File: src/rtl/pattern_gen_if.sv
// Command-side and pin-side signal bundle for pattern_gen.
// master = command decoder / pin consumer, slave = pattern_gen.
interface pattern_gen_if #(
    parameter int CHLS = 32
);
    logic [23:0]     fdiv_i;
    logic            set_div_i;
    logic [CHLS-1:0] wr_data_i;
    logic            wr_en_i;
    logic            wr_clr_i;
    logic            start_i;
    logic            stop_i;
    logic            loop_i;
    logic [CHLS-1:0] data_o;
    logic            stb_o;
    logic            busy_o;
    logic            done_o;
    logic            full_o;

    modport master (
        output fdiv_i, set_div_i, wr_data_i, wr_en_i, wr_clr_i, start_i, stop_i, loop_i,
        input  data_o, stb_o, busy_o, done_o, full_o
    );

    modport slave (
        input  fdiv_i, set_div_i, wr_data_i, wr_en_i, wr_clr_i, start_i, stop_i, loop_i,
        output data_o, stb_o, busy_o, done_o, full_o
    );
endinterface

File: src/rtl/pattern_gen.sv
// Pattern replay engine: stores up to DEPTH words, replays them one per r_div+1 clocks.
// Optional PGEN_IDLE_ZERO_EN: data_o is cleared on every RUN->IDLE transition.
//
// state | meaning
// IDLE  | pattern writable, outputs hold, waiting for start
// RUN   | replaying pattern at the divided rate, writes ignored
module pattern_gen #(
    parameter int CHLS  = 32,
    parameter int DEPTH = 16
) (
    input logic          clk_i,
    input logic          rst_in,
    pattern_gen_if.slave bus
);
    localparam int AW = $clog2(DEPTH);

    typedef enum logic {IDLE, RUN} state_t;

    state_t          state_q, state_d;
    logic [23:0]     r_div, cnt;
    logic [AW:0]     len, rd_ptr;
    logic            r_loop;
    logic [CHLS-1:0] mem [DEPTH];
    logic [CHLS-1:0] data_q;
    logic            stb_q, done_q;
    logic            full;
    logic            period_end;
    logic            do_start, do_next, do_wrap, do_done, do_stop;

    assign full        = (len == (AW+1)'(DEPTH));
    assign bus.data_o  = data_q;
    assign bus.stb_o   = stb_q;
    assign bus.done_o  = done_q;
    assign bus.busy_o  = (state_q == RUN);
    assign bus.full_o  = full;

    always_ff @(posedge clk_i or negedge rst_in) begin
        if (!rst_in) state_q <= IDLE;
        else         state_q <= state_d;
    end

    always_comb begin
        state_d    = state_q;
        period_end = (cnt >= r_div);
        do_start   = 1'b0;
        do_next    = 1'b0;
        do_wrap    = 1'b0;
        do_done    = 1'b0;
        do_stop    = 1'b0;
        case (state_q)
            IDLE: begin
                if (bus.start_i && !bus.stop_i && (len != '0)) begin
                    state_d  = RUN;
                    do_start = 1'b1;
                end
            end
            RUN: begin
                if (bus.stop_i) begin
                    state_d = IDLE;
                    do_stop = 1'b1;
                end else if (period_end) begin
                    if (rd_ptr < len) begin
                        do_next = 1'b1;
                    end else if (r_loop) begin
                        do_wrap = 1'b1;
                    end else begin
                        do_done = 1'b1;
                        state_d = IDLE;
                    end
                end
            end
            default: state_d = IDLE;
        endcase
    end

    // Pattern memory carries no reset; len alone defines the valid contents.
    always_ff @(posedge clk_i) begin
        if (state_q == IDLE && !bus.wr_clr_i && bus.wr_en_i && !full)
            mem[len[AW-1:0]] <= bus.wr_data_i;
    end

    always_ff @(posedge clk_i or negedge rst_in) begin
        if (!rst_in) begin
            r_div  <= '0;
            cnt    <= '0;
            len    <= '0;
            rd_ptr <= '0;
            r_loop <= 1'b0;
            data_q <= '0;
            stb_q  <= 1'b0;
            done_q <= 1'b0;
        end else begin
            stb_q  <= 1'b0;
            done_q <= 1'b0;
            if (bus.set_div_i)
                r_div <= bus.fdiv_i;
            if (state_q == IDLE) begin
                if (bus.wr_clr_i)
                    len <= '0;
                else if (bus.wr_en_i && !full)
                    len <= len + (AW+1)'(1);
            end
            if (do_start) begin
                data_q <= mem[0];
                stb_q  <= 1'b1;
                cnt    <= '0;
                rd_ptr <= (AW+1)'(1);
                r_loop <= bus.loop_i;
            end else if (state_q == RUN && !do_stop) begin
                cnt <= period_end ? 24'd0 : cnt + 24'd1;
            end
            if (do_next) begin
                data_q <= mem[rd_ptr[AW-1:0]];
                rd_ptr <= rd_ptr + (AW+1)'(1);
                stb_q  <= 1'b1;
            end
            if (do_wrap) begin
                data_q <= mem[0];
                rd_ptr <= (AW+1)'(1);
                stb_q  <= 1'b1;
            end
            if (do_done)
                done_q <= 1'b1;
`ifdef PGEN_IDLE_ZERO_EN
            if (do_done || do_stop)
                data_q <= '0;
`else
`endif
        end
    end
endmodule
File: src/flat_wrapper.sv
// flat-port wrapper written by rule: the top's interface ports become plain ports
module pattern_gen_flat 
#(
    parameter int CHLS  = 32,
    parameter int DEPTH = 16
)
  (clk_i, rst_in, bus_fdiv_i, bus_set_div_i, bus_wr_data_i, bus_wr_en_i, bus_wr_clr_i, bus_start_i, bus_stop_i, bus_loop_i, bus_data_o, bus_stb_o, bus_busy_o, bus_done_o, bus_full_o);
  pattern_gen_if #(.CHLS(CHLS)) bus_i ();
  input logic clk_i;
  input logic rst_in;
  input wire logic [$bits(bus_i.fdiv_i)-1:0] bus_fdiv_i;
  input wire logic [$bits(bus_i.set_div_i)-1:0] bus_set_div_i;
  input wire logic [$bits(bus_i.wr_data_i)-1:0] bus_wr_data_i;
  input wire logic [$bits(bus_i.wr_en_i)-1:0] bus_wr_en_i;
  input wire logic [$bits(bus_i.wr_clr_i)-1:0] bus_wr_clr_i;
  input wire logic [$bits(bus_i.start_i)-1:0] bus_start_i;
  input wire logic [$bits(bus_i.stop_i)-1:0] bus_stop_i;
  input wire logic [$bits(bus_i.loop_i)-1:0] bus_loop_i;
  output wire logic [$bits(bus_i.data_o)-1:0] bus_data_o;
  output wire logic [$bits(bus_i.stb_o)-1:0] bus_stb_o;
  output wire logic [$bits(bus_i.busy_o)-1:0] bus_busy_o;
  output wire logic [$bits(bus_i.done_o)-1:0] bus_done_o;
  output wire logic [$bits(bus_i.full_o)-1:0] bus_full_o;
  assign bus_i.fdiv_i = bus_fdiv_i;
  assign bus_i.set_div_i = bus_set_div_i;
  assign bus_i.wr_data_i = bus_wr_data_i;
  assign bus_i.wr_en_i = bus_wr_en_i;
  assign bus_i.wr_clr_i = bus_wr_clr_i;
  assign bus_i.start_i = bus_start_i;
  assign bus_i.stop_i = bus_stop_i;
  assign bus_i.loop_i = bus_loop_i;
  assign bus_data_o = bus_i.data_o;
  assign bus_stb_o = bus_i.stb_o;
  assign bus_busy_o = bus_i.busy_o;
  assign bus_done_o = bus_i.done_o;
  assign bus_full_o = bus_i.full_o;
  pattern_gen #(.CHLS(CHLS), .DEPTH(DEPTH)) u_core (.clk_i(clk_i), .rst_in(rst_in), .bus(bus_i));
endmodule
File: config.mk
export PLATFORM = sky130hd
export DESIGN_NAME = pattern_gen_flat
export DESIGN_NICKNAME = d
export VERILOG_FILES = /design/src/rtl/pattern_gen_if.sv /design/src/rtl/pattern_gen.sv /design/src/flat_wrapper.sv
export SDC_FILE = /design/constraint.sdc
export NUM_CORES = 1
export LEC_CHECK = 0
export CAP_MARGIN = 10
export CELL_PAD_IN_SITES_DETAIL_PLACEMENT = 0
export CELL_PAD_IN_SITES_GLOBAL_PLACEMENT = 1
export CORE_ASPECT_RATIO = 2
export CORE_MARGIN = 1
export CORE_UTILIZATION = 55
export CTS_CLUSTER_DIAMETER = 150
export DETAILED_ROUTE_END_ITERATION = 8
export GPL_ROUTABILITY_DRIVEN = 1
export PLACE_DENSITY_LB_ADDON = 0.1
export REMOVE_ABC_BUFFERS = 1
export SLEW_MARGIN = 20
export SYNTH_ARGS = -nofsm -noshare
export SYNTH_HDL_FRONTEND = slang
export SYNTH_SLANG_ARGS = --single-unit
File: constraint.sdc
create_clock -name clk_i -period 9.37 [get_ports clk_i]
set_input_delay 1.874 -clock clk_i [delete_from_list [all_inputs] [get_ports clk_i]]
set_output_delay 1.874 -clock clk_i [all_outputs]
set_load 0.03 [all_outputs]
# Yosys cells after proc, flatten, opt, wreduce, memory -nomap -nowiden

Memory sizes are Yosys's and may differ from the RTL's.
Cells that the tools add are included.
Widths: inputs -> output; s select.

Bits in writable memories: 512
Memories kept: 1
Flip-flop bits (word level): 94
Input port bits: 64

Reductions and logical operators: 16
$add $sub $neg: 3
Bitwise gates (word level): 1
Eq/ne operators: 1
Magnitude comparators: 2
Mux-type cells: 39

Memory list:

| memory     | words | bits a word | rd ports | clocked after memory_dff | wr ports | RTL line          | source |
|---|---|---|---|---|---|---|---|
| u_core.mem | 16    | 32          | 2        | 0                        | 1        | pattern_gen.sv:23 | `logic [CHLS-1:0] mem [DEPTH];` |

Operators with widths:

| cell                  | number |
|---|---|
| $mux 32               | 3 |
| $mux 24               | 3 |
| $mux 1                | 27 |
| $mux 5                | 5 |
| $add 24x1->24 const B | 1 |
| $ge 24x24->1          | 1 |
| $add 5x1->5 const B   | 2 |
| $logic_and 1x1->1     | 7 |
| $eq 5x5->1 const B    | 1 |
| $lt 5x5->1            | 1 |
| $reduce_bool 5->1     | 1 |
| $logic_not 1->1       | 4 |
| $reduce_bool 2->1     | 2 |
| $reduce_bool 3->1     | 1 |
| $pmux 1 s2            | 1 |
| $reduce_and 2->1      | 1 |
| $not 1->1             | 1 |

# Longest topological paths before layout

Gate-level depths: netlist of the first run.

Word-level depth: 8
Gate-level depth with buffers: 12
Mapped depth without buffers: 10

# Worst setup path after synthesis of the first run

Ideal clock, no wire load.

Kind: in2reg
Start: input bus_wr_en_i
End: memory u_core.mem[0][0], enable pin
Cell stages on the path: 4
Data arrival time: 3.830 ns
Data required time: 8.949 ns
Path slack: 5.119 ns
Library setup time: 0.421 ns
Buffers on the path: 1
Cell sequence: o21ai_0 or3_1 clkbuf_1 nor2_1

Longest elaborated chain between the ends: 4

RTL lines:

| element                        | RTL line           | source |
|---|---|---|
| from (decl)                    | flat_wrapper.sv:14 | `input wire logic [$bits(bus_i.wr_en_i)-1:0] bus_wr_en_i;` |
| $logic_and 1x1->1 (2 in a row) | pattern_gen.sv:78  | `if (state_q == IDLE && !bus.wr_clr_i && bus.wr_en_i && !full)` |
| $mux 1                         | pattern_gen.sv:78  |  |
| $mux 1 (not written as such)   | pattern_gen.sv:79  | `mem[len[AW-1:0]] <= bus.wr_data_i;` |
| to (decl)                      | pattern_gen.sv:23  |  |

Every way passes these cells.

# Worst setup path in the final report of the first run

Start: register u_core.len[1]
End: output bus_full_o

Longest elaborated chain between the ends: 1

RTL lines:

| element                | RTL line           | source |
|---|---|---|
| from (decl)            | pattern_gen.sv:21  | `logic [AW:0] len, rd_ptr;` |
| from (signal assigned) | pattern_gen.sv:101 | `len <= len + (AW+1)'(1);` |
| $eq 5x5->1             | pattern_gen.sv:30  | `assign full = (len == (AW+1)'(DEPTH));` |
| to (decl)              | flat_wrapper.sv:23 | `output wire logic [$bits(bus_i.full_o)-1:0] bus_full_o;` |

Every way passes these cells.

==> flow_summary.yaml, run 1 <==
floorplan:
  core-area_um2: 43500
  num_rows: 108
  dieArea_um2: 45000
  fp.dieW_um: 151
  start_util_pct: 55.8
  die_h_um: 299
  ios: 100
synth:
  synth_edf_count: 512
  yosysWarnings: 0
  synthCells: 1225
  yosys.area.top_type_share_pct: 63.3
  synthAdderAreaFrac_pct: 1.75
  synth.largest_area_cell: "edfxtp_1"
  synth_top_family_by_area: "multiplexers"
  synthSimpleGateAreaFrac_pct: 4.14
  ys_seq_elements: 606
  synth_seq_area_share_pct: 73.0
  netlist-cell-type-count: 56
  synthArstFlopShare_pct: 15.5
  synthXorXnorAreaFrac_pct: 0.541
  synth_compound_area_share_pct: 3.53
  postSynthAreaPerCell_um2: 19.8
  synthTopCellsByArea: "edfxtp_1, mux4_2, dfrtp_1, ha_1, o221a_2"
  ys.flop_type: "edfxtp_1"
  netlist_area_um2: 24300
  synthMuxAreaShare_pct: 15.1
routing:
  num_vias: 11926
  drt_iter0_markers: 1036
  routed_wl_um: 52600
  drt-wirelength-per-cell_um: 27.5
  drcViolationCount: 0
  drtPass1Iterations: 5
  viasPerCell: 6.22
  drtAntennaViolNets: 0
timing:
  slew_violations: 0
  fin_tns_setup_ps: 0
  hold_viol: 0
  slew_headroom_pct: 28.2
  layout_min_cycle_time_ps: 4510
  setup_violations: 0
  tightest_slew_ps: 1070
  max_freq_ghz: 0.222
  rsz0062_at_grt: "no"
  fin_crit_sh_pct: 48.1
  finClkSkew_ps: 12.4
clock_tree:
  clock_sinks: 606
  cts_resized: 0
  post_cts_buffers: 0
  cts_tree: "built"
  cts_hold_buf: 0
  cts_buffers: 50
  clk_pin_slew_worst_paths_ps: 70
  clk_latency_ps: 570
  cts_root_buf: "clkbuf_16"
  cts.htree.levels: 2
  clk_path_buf_depth: 3
placed_design:
  routabilityCongestion: 0.834
  dpl.cell_count: 1825
  place_area_um2: 25800
  dpl.hpwl_um: 33600
  port_buffers: 99
run_status:
  status: "complete, no violations"
layout:
  fin_nets: 1425
  syn2layout_area_growth_pct: 13.1
  drive_above_1_share_pct: 22.0
  fin_cells: 1916
  num_antenna_cells: 0
  layout_commonest_cell: "edfxtp_1"
  fill_cells: 3070
  fin_util_pct: 63.1
  final_cell_mix: "edfxtp_1, mux4_2, clkdlybuf4s50_1, dfrtp_1, clkbuf_16"
  design_area_um2: 27500
flow_run:
  drv_cap: 0
worst_setup_path:
  cp-start-kind: "flop"
  path_cells: "inv_1 -> ha_1 -> nand3_1 -> nor2_1 -> clkdlybuf4s50_1"
  cp.arrival_ps: 2630
  crit_type: "flop to output port"
  path_max_fanout: 6
  slowest_stage: "clkdlybuf4s50_1"
  crit_family: "buffers and inverters"
  crit_path_end_kind: "output port"
  cp_slowest_stage_delay_ps: 690
  path_buf_inv: 2
  critPathRequiredTime_ps: 7500
power_and_ir_drop:
  power_density_nw_per_um2: 222
  finalPower_mw: 6.11
  ir_drop_v: 0.000211
  power_leakage_nw: 9.17
global_routing:
  grt_usage_pct: 24.6
  antenna_found_initial: 1
  grt_pass1_wl_um: 79100
  grt_pass1_vias: 12647
  grt_max_degree: 59
  globalRouteOverflowTotal: 0
hold_path:
  hp-class: "flop to flop"
[flip-flops by register name, indices dropped and copies added (netlist names)]
signal	cells
u_core.cnt	24
u_core.r_div	24
u_core.bus.stb_o	1
u_core.mem	512
u_core.len	5
u_core.r_loop	1
u_core.bus.data_o	32
u_core.bus.done_o	1
u_core.rd_ptr	5
u_core.bus.busy_o	1
[through the flow]
| stage | setup WS, ps | hold WS, ps |
|---|---|---|
| finish | 4860 | 499 |
| global route | 4770 | 532 |
| CTS | 4900 | 506 |
| detailed placement | 4730 | 497 |
| global placement | 4820 | 496 |
| floorplan | 1160 | 456 |
[logic make-up after synthesis]
| group | count (synthesis) |
|---|---|
| flip-flops | 606 |
| AND/OR/NAND/NOR | 195 |
| multiplexers | 165 |
| AO/OA/AOI/OAI | 113 |
| buffers and inverters | 97 |
| adder cells (fa/ha/maj) | 34 |
| XOR/XNOR | 15 |
[layout make-up]
class                   instances  area (µm²)  area share, %
well taps                     550         688           2.50
flip-flops and latches        606       17700           64.6
repair buffers                112        1100           4.00
inverters                      35         136          0.496
clock buffers                  65        1390           5.06
clock inverters                26         300           1.09
multi-input cells             522        6120           22.3
[synthesized netlist by cell type, types with 2 or more instances]
master,number
nand4_1,11
nor3_1,10
o211ai_1,3
clkbuf_1,38
mux4_2,160
mux2i_1,3
nand2_1,50
buf_1,3
mux2_2,2
or4_1,3
nand3_1,16
buf_2,7
a22o_1,4
a211oi_1,2
nor3b_1,7
o21ai_0,37
o221a_2,25
and3_1,8
buf_6,13
nor2b_1,3
or3_1,26
dfrtp_1,94
a21o_1,5
xor2_1,11
nor4_1,2
a221o_1,7
edfxtp_1,512
xnor2_1,4
a21oi_1,14
ha_1,34
inv_1,33
nand2b_1,3
o21ai_2,2
o21a_1,3
nor2_1,35
o31ai_1,2
nand4b_1,2
and2_1,13
[power by group]
part | switching, mW | leakage (nW) | internal [mW]
logic | 0.426 | 2.57 | 0.340
registers | 0.121 | 5.77 | 3.05
clock network | 0.933 | 0.828 | 1.24
[path summary, 6_finish.rpt]
kind                       slack [ps]               endpoint             start  cells after the start
max reg2reg                      5600  u_core.bus.data_o[12]  u_core.rd_ptr[0]                      6
min reg2reg                       500       u_core.rd_ptr[4]  u_core.rd_ptr[4]                      1
min                               500       u_core.rd_ptr[4]  u_core.rd_ptr[4]                      1
max in group asynchronous        6770       u_core.rd_ptr[0]            rst_in                      2
min in group asynchronous        1290       u_core.r_div[17]            rst_in                      1
max                              4860             bus_full_o     u_core.len[1]                      5
[metal layers]
| layer | vias up | part of all wire, % | track usage [%] | routed length, µm |
|---|---|---|---|---|
| met1 | 6271 | 39 | 32.2 | 20400 |
| met3 | 75 | 5.8 | 3.88 | 3070 |
| met2 | 381 | 53 | 42.4 | 27800 |
| met5 | - | 0.015 | 0 | 8 |
| met4 | 2 | 2.7 | 7.43 | 1420 |
| li1 | 5197 | - | - | - |
(Power assumes the default switching activity.)
==> run 2: changes to the inputs <==
- CORE_UTILIZATION: 55 -> 53
- clock period: 9.37 -> 4.5 ns (I/O delays scaled with it)
==> flow_summary.yaml, run 2 (synthesis results as in run 1) <==
run_status:
  status: "complete, no violations"
worst_setup_path:
  crit_path_end_kind: "flop"
  r2r_slack_ps: 1040
  path_max_fanout: 26
  r2r-start: "u_core.len[0]"
  crit_type: "flop to flop"
  r2r_cells: 8
  cp.arrival_ps: 3760
  r2r_end: "u_core.mem[15][6]"
  critPathRequiredTime_ps: 4790
  cp-start-kind: "flop"
timing:
  hold_viol: 0
  tightest_slew_ps: 928
  slew_violations: 0
  setup_violations: 0
  max_freq_ghz: 0.289
  finClkSkew_ps: 13.1
  slew_headroom_pct: 38.1
  fin_crit_sh_pct: 77.0
  rsz0062_at_grt: "no"
  layout_min_cycle_time_ps: 3460
  setup_ws_ps: 1040
global_routing:
  globalRouteOverflowTotal: 0
  grt_pass1_wl_um: 84400
  grt_max_degree: 109
  antenna_found_initial: 0
  grt_usage_pct: 25.1
  grt_pass1_vias: 13039
routing:
  drcViolationCount: 0
  routed_wl_um: 56300
  drt-wirelength-per-cell_um: 28.8
  viasPerCell: 6.20
  num_vias: 12142
  drt_iter0_markers: 942
  drtAntennaViolNets: 0
  drtPass1Iterations: 5
clock_tree:
  cts_hold_buf: 0
  clock_sinks: 606
  cts_resized: 0
  clk_latency_ps: 590
  cts_tree: "built"
  post_cts_buffers: 0
  clk_path_buf_depth: 3
  cts_root_buf: "clkbuf_16"
  clk_pin_slew_worst_paths_ps: 70
  cts.htree.levels: 2
  cts_buffers: 52
placed_design:
  routabilityCongestion: 0.802
  port_buffers: 99
  place_area_um2: 26100
  dpl_worst_slack_ps: 694
  dpl.hpwl_um: 36100
layout:
  largest_reg_flops: 512
  drive_above_1_share_pct: 23.7
  fill_cells: 3286
  design_area_um2: 27900
  syn2layout_area_growth_pct: 14.7
  num_antenna_cells: 0
  layout_commonest_cell: "edfxtp_1"
  final_cell_mix: "edfxtp_1, mux4_2, clkdlybuf4s50_1, dfrtp_1, clkbuf_16"
  fin_nets: 1454
floorplan:
  dieArea_um2: 46700
  ios: 100
  fp.dieW_um: 153
  core-area_um2: 45100
  start_util_pct: 53.8
  num_rows: 110
  die_h_um: 305
power_and_ir_drop:
  ir_drop_v: 0.000582
  switching_share_pct: 24.0
  power_frac_seq_pct: 50.8
  power_density_nw_per_um2: 463
  combinationalPowerShare_pct: 12.6
  p_int_mw: 9.80
  power_switching_mw: 3.09
  pwr-share-clk_pct: 36.6
  power_leakage_nw: 9.37
flow_run:
  drv_cap: 0
hold_path:
  hp-class: "input pin to async pin"
-- run 2: how the worst max path moves through the flow --
stage	start	endpoint	slack (ps)	cells after the start
floorplan	u_core.rd_ptr[0]	u_core.bus.data_o[10]	-3710	7
global placement	bus_wr_en_i	u_core.mem[10][19]	810	6
detailed placement	bus_wr_en_i	u_core.mem[15][17]	690	6
CTS	u_core.len[0]	u_core.mem[15][17]	1090	8
global route	u_core.len[0]	u_core.mem[15][17]	840	8
finish	u_core.len[0]	u_core.mem[15][6]	1040	8
-- run 2: per-layer routing --
metal	vias to the layer above	wire length [µm]	global-route usage, %
met1	6411	19900	28.7
met5	-	0	0
met2	369	32200	48.1
met4	0	1830	8.70
li1	5252	-	-
met3	110	2430	2.76
-- run 2: layout make-up --
| cell class | count | area, µm² | share of cell area [%] |
|---|---|---|---|
| Timing Repair Buffer | 139 | 1360 | 4.90 |
| Inverter | 35 | 136 | 0.490 |
| Sequential cell | 606 | 17700 | 63.7 |
| Clock buffer | 73 | 1460 | 5.25 |
| Clock inverter | 24 | 337 | 1.21 |
| Multi-Input combinational cell | 522 | 6120 | 22.0 |
| Tap cell | 560 | 701 | 2.52 |
-- run 2: critical path, stage by stage, from the launching register on --
cell and delay [ps]:
dfrtp_1 450, inv_1 100, ha_1 290, nand3_1 200
o21ai_0 180, or3_1 530, nor3_1 410, and2_2 710
buf_4 280
-- run 2: through the flow --
stage	instances	utilization (%)	TNS [ps]	power (mW)	hold slack (ps)
floorplan	1163	-	-137230	7.56	456
global placement	1862	57.7	0	8.30	486
finish	1959	61.7	0	12.9	349
detailed placement	1862	57.7	0	8.32	490
CTS	1959	61.7	0	13.0	369
global route	1959	61.7	0	13.3	377
-- run 2: power by group through the flow --
stage / combinational [mW] / clock [mW] / sequential, mW
final: 1.63 / 4.72 / 6.55
after CTS: 1.66 / 4.79 / 6.56
after global routing: 1.73 / 4.97 / 6.58
after floorplan: 0.630 / 0 / 6.93
after detailed placement: 1.65 / 0 / 6.67
after global placement: 1.63 / 0 / 6.67
==> RTL change: new RTL, config.mk and constraints of run 2 <==
Reset style: synchronous (`rst_in`), changed in 2 clocked blocks.
--- a/src/rtl/pattern_gen.sv
+++ b/src/rtl/pattern_gen.sv
@@ -36,3 +36,3 @@
 
-    always_ff @(posedge clk_i or negedge rst_in) begin
+    always_ff @(posedge clk_i) begin
         if (!rst_in) state_q <= IDLE;
@@ -81,3 +81,3 @@
 
-    always_ff @(posedge clk_i or negedge rst_in) begin
+    always_ff @(posedge clk_i) begin
         if (!rst_in) begin
Behaviour: differs if rst_in is asserted again (counterexample within 4 cycles, from zero or initial values and one cycle with rst_in low); with rst_in held inactive, the same outputs for 4 cycles.
==> RTL change against run 2 <==
- sequential cell count unchanged
- synthesized area up 1.0%
- clock skew up 9.1 ps
- worst setup slack better by 110 ps
- cell area up 0.64%
- routed wire length up 7.8%
- die area up 1.0%
- cell count up 15%
- critical path type unchanged
- critical endpoint is now u_core.bus.data_o[12]$_SDFFE_PN0P_
- highest routed layer unchanged
Power is not compared: it rests on default switching activity, and its combinational part moved more than twofold at a synthesized area within 25%.
==> RTL change: results (changes against run 2) <==
GR Util met1 -> 0.2874 (about the same)
Arrival @ worst endpoint -> 3850 ps (+90 ps)
R2R depth -> 9 (+1)
status -> finished, final reports clean
Commonest cells post-synth -> 512 x edfxtp_1, 128 x mux2_2, 95 x nor2_1, 94 x dfxtp_1, 94 x nand2_1
sequential element share of the synthesized area -> 0.7036 (-0.02644)
number of global-route vias before repair -> 14.30k (+9.7%)
detailed placement HPWL -> 37.48 mm (+3.9%)
Post-Place Cells -> 2,161 (+16%)
routability cong. -> 0.8544 (+6.5%)
setup bufs post-CTS -> 0 (unchanged)
final std cells w/o fill -> 2,259 (+15%)
placed inst area -> 0.02622 mm2 (+0.63%)
worst hold path type -> reg2reg
Vias/cell -> 6.097 (-1.6%)
CP max-delay cell -> dfxtp_2
Worst path top cell family by delay -> compound AO/OA/AOI/OAI gates
met2 usage -> 0.5104 (+0.02942)
DR iter-0 viols -> 983 (+4.4%)
wire length on met2 -> 34.53 mm (+7.3%)
final setup skew -> 22.17 ps (+9.099 ps)
wl on met1 -> 21.28 mm (+7.0%)
fill cell count -> 3,446 (+4.9%)
fraction of synthesis flops using an asynchronous set or reset pin -> 0 (-0.1551)
Worst-Margin Slew -> 1009 ps (+80.37 ps)
worst reg2reg path endpoint -> u_core.bus.data_o[12]$_SDFFE_PN0P_
CP max stage delay -> 830 ps (+120 ps)
Synth area leaders -> edfxtp_1 63%, dfxtp_1 7.7%, mux2_2 5.9%
Synth Instances -> 1,550 (+27%)
first-pass GRT wire length -> 90.07 mm (+6.7%)
Skew-Pair Late Insertion Delay -> 590 ps (about the same)
pre-CTS setup slack -> 980.3 ps (+286.2 ps)
hold path cells -> 2
share of layout cells above drive strength 1 -> 0.2072 (-0.02940)
drt wl/cell -> 26.88 um (-6.5%)
clk slew on worst S/H paths -> 70 ps (about the same)
hold_ws -> 495.7 ps (+147.1 ps)
net count reported at finish -> 1,748 (+20%)
met3 Use GR -> 0.02473 (-0.002849)
largest net degree at the start of global routing -> 87 (-20%)
met3 routed WL -> 2.204 mm (-9.4%)
Crit Path Max Fanout -> 35 (+35%)
## RTL change: worst max-delay path by stage
stage	to	slack, ps	cells past startpoint
2_1_floorplan	u_core.rd_ptr[0]$_SDFFE_PN0P_	-3190	7
3_3_place_gp	u_core.mem[5][6]$_DFFE_PP_	1020	6
3_5_place_dp	u_core.mem[4][0]$_DFFE_PP_	980	6
4_1_cts	u_core.bus.data_o[12]$_SDFFE_PN0P_	1140	9
5_1_grt	u_core.bus.data_o[2]$_SDFFE_PN0P_	940	9
6_report	u_core.bus.data_o[12]$_SDFFE_PN0P_	1150	9
## RTL change: cell type report
type	instances	area share
clock buffers	66	0.04976
clock inverters	32	0.01491
inverters	32	0.004284
multi-input cells	819	0.2437
flip-flops and latches	606	0.6159
well taps	565	0.02521
repair buffers	139	0.04632
## RTL change: kinds of logic after synthesis
kind of cell	synth area share
fa+ha+maj	0.01734
xor+xnor	0.007856
compound gates	0.06142
buf+inv	0.02341
simple gates	0.05866
flops	0.7036
mux	0.1277
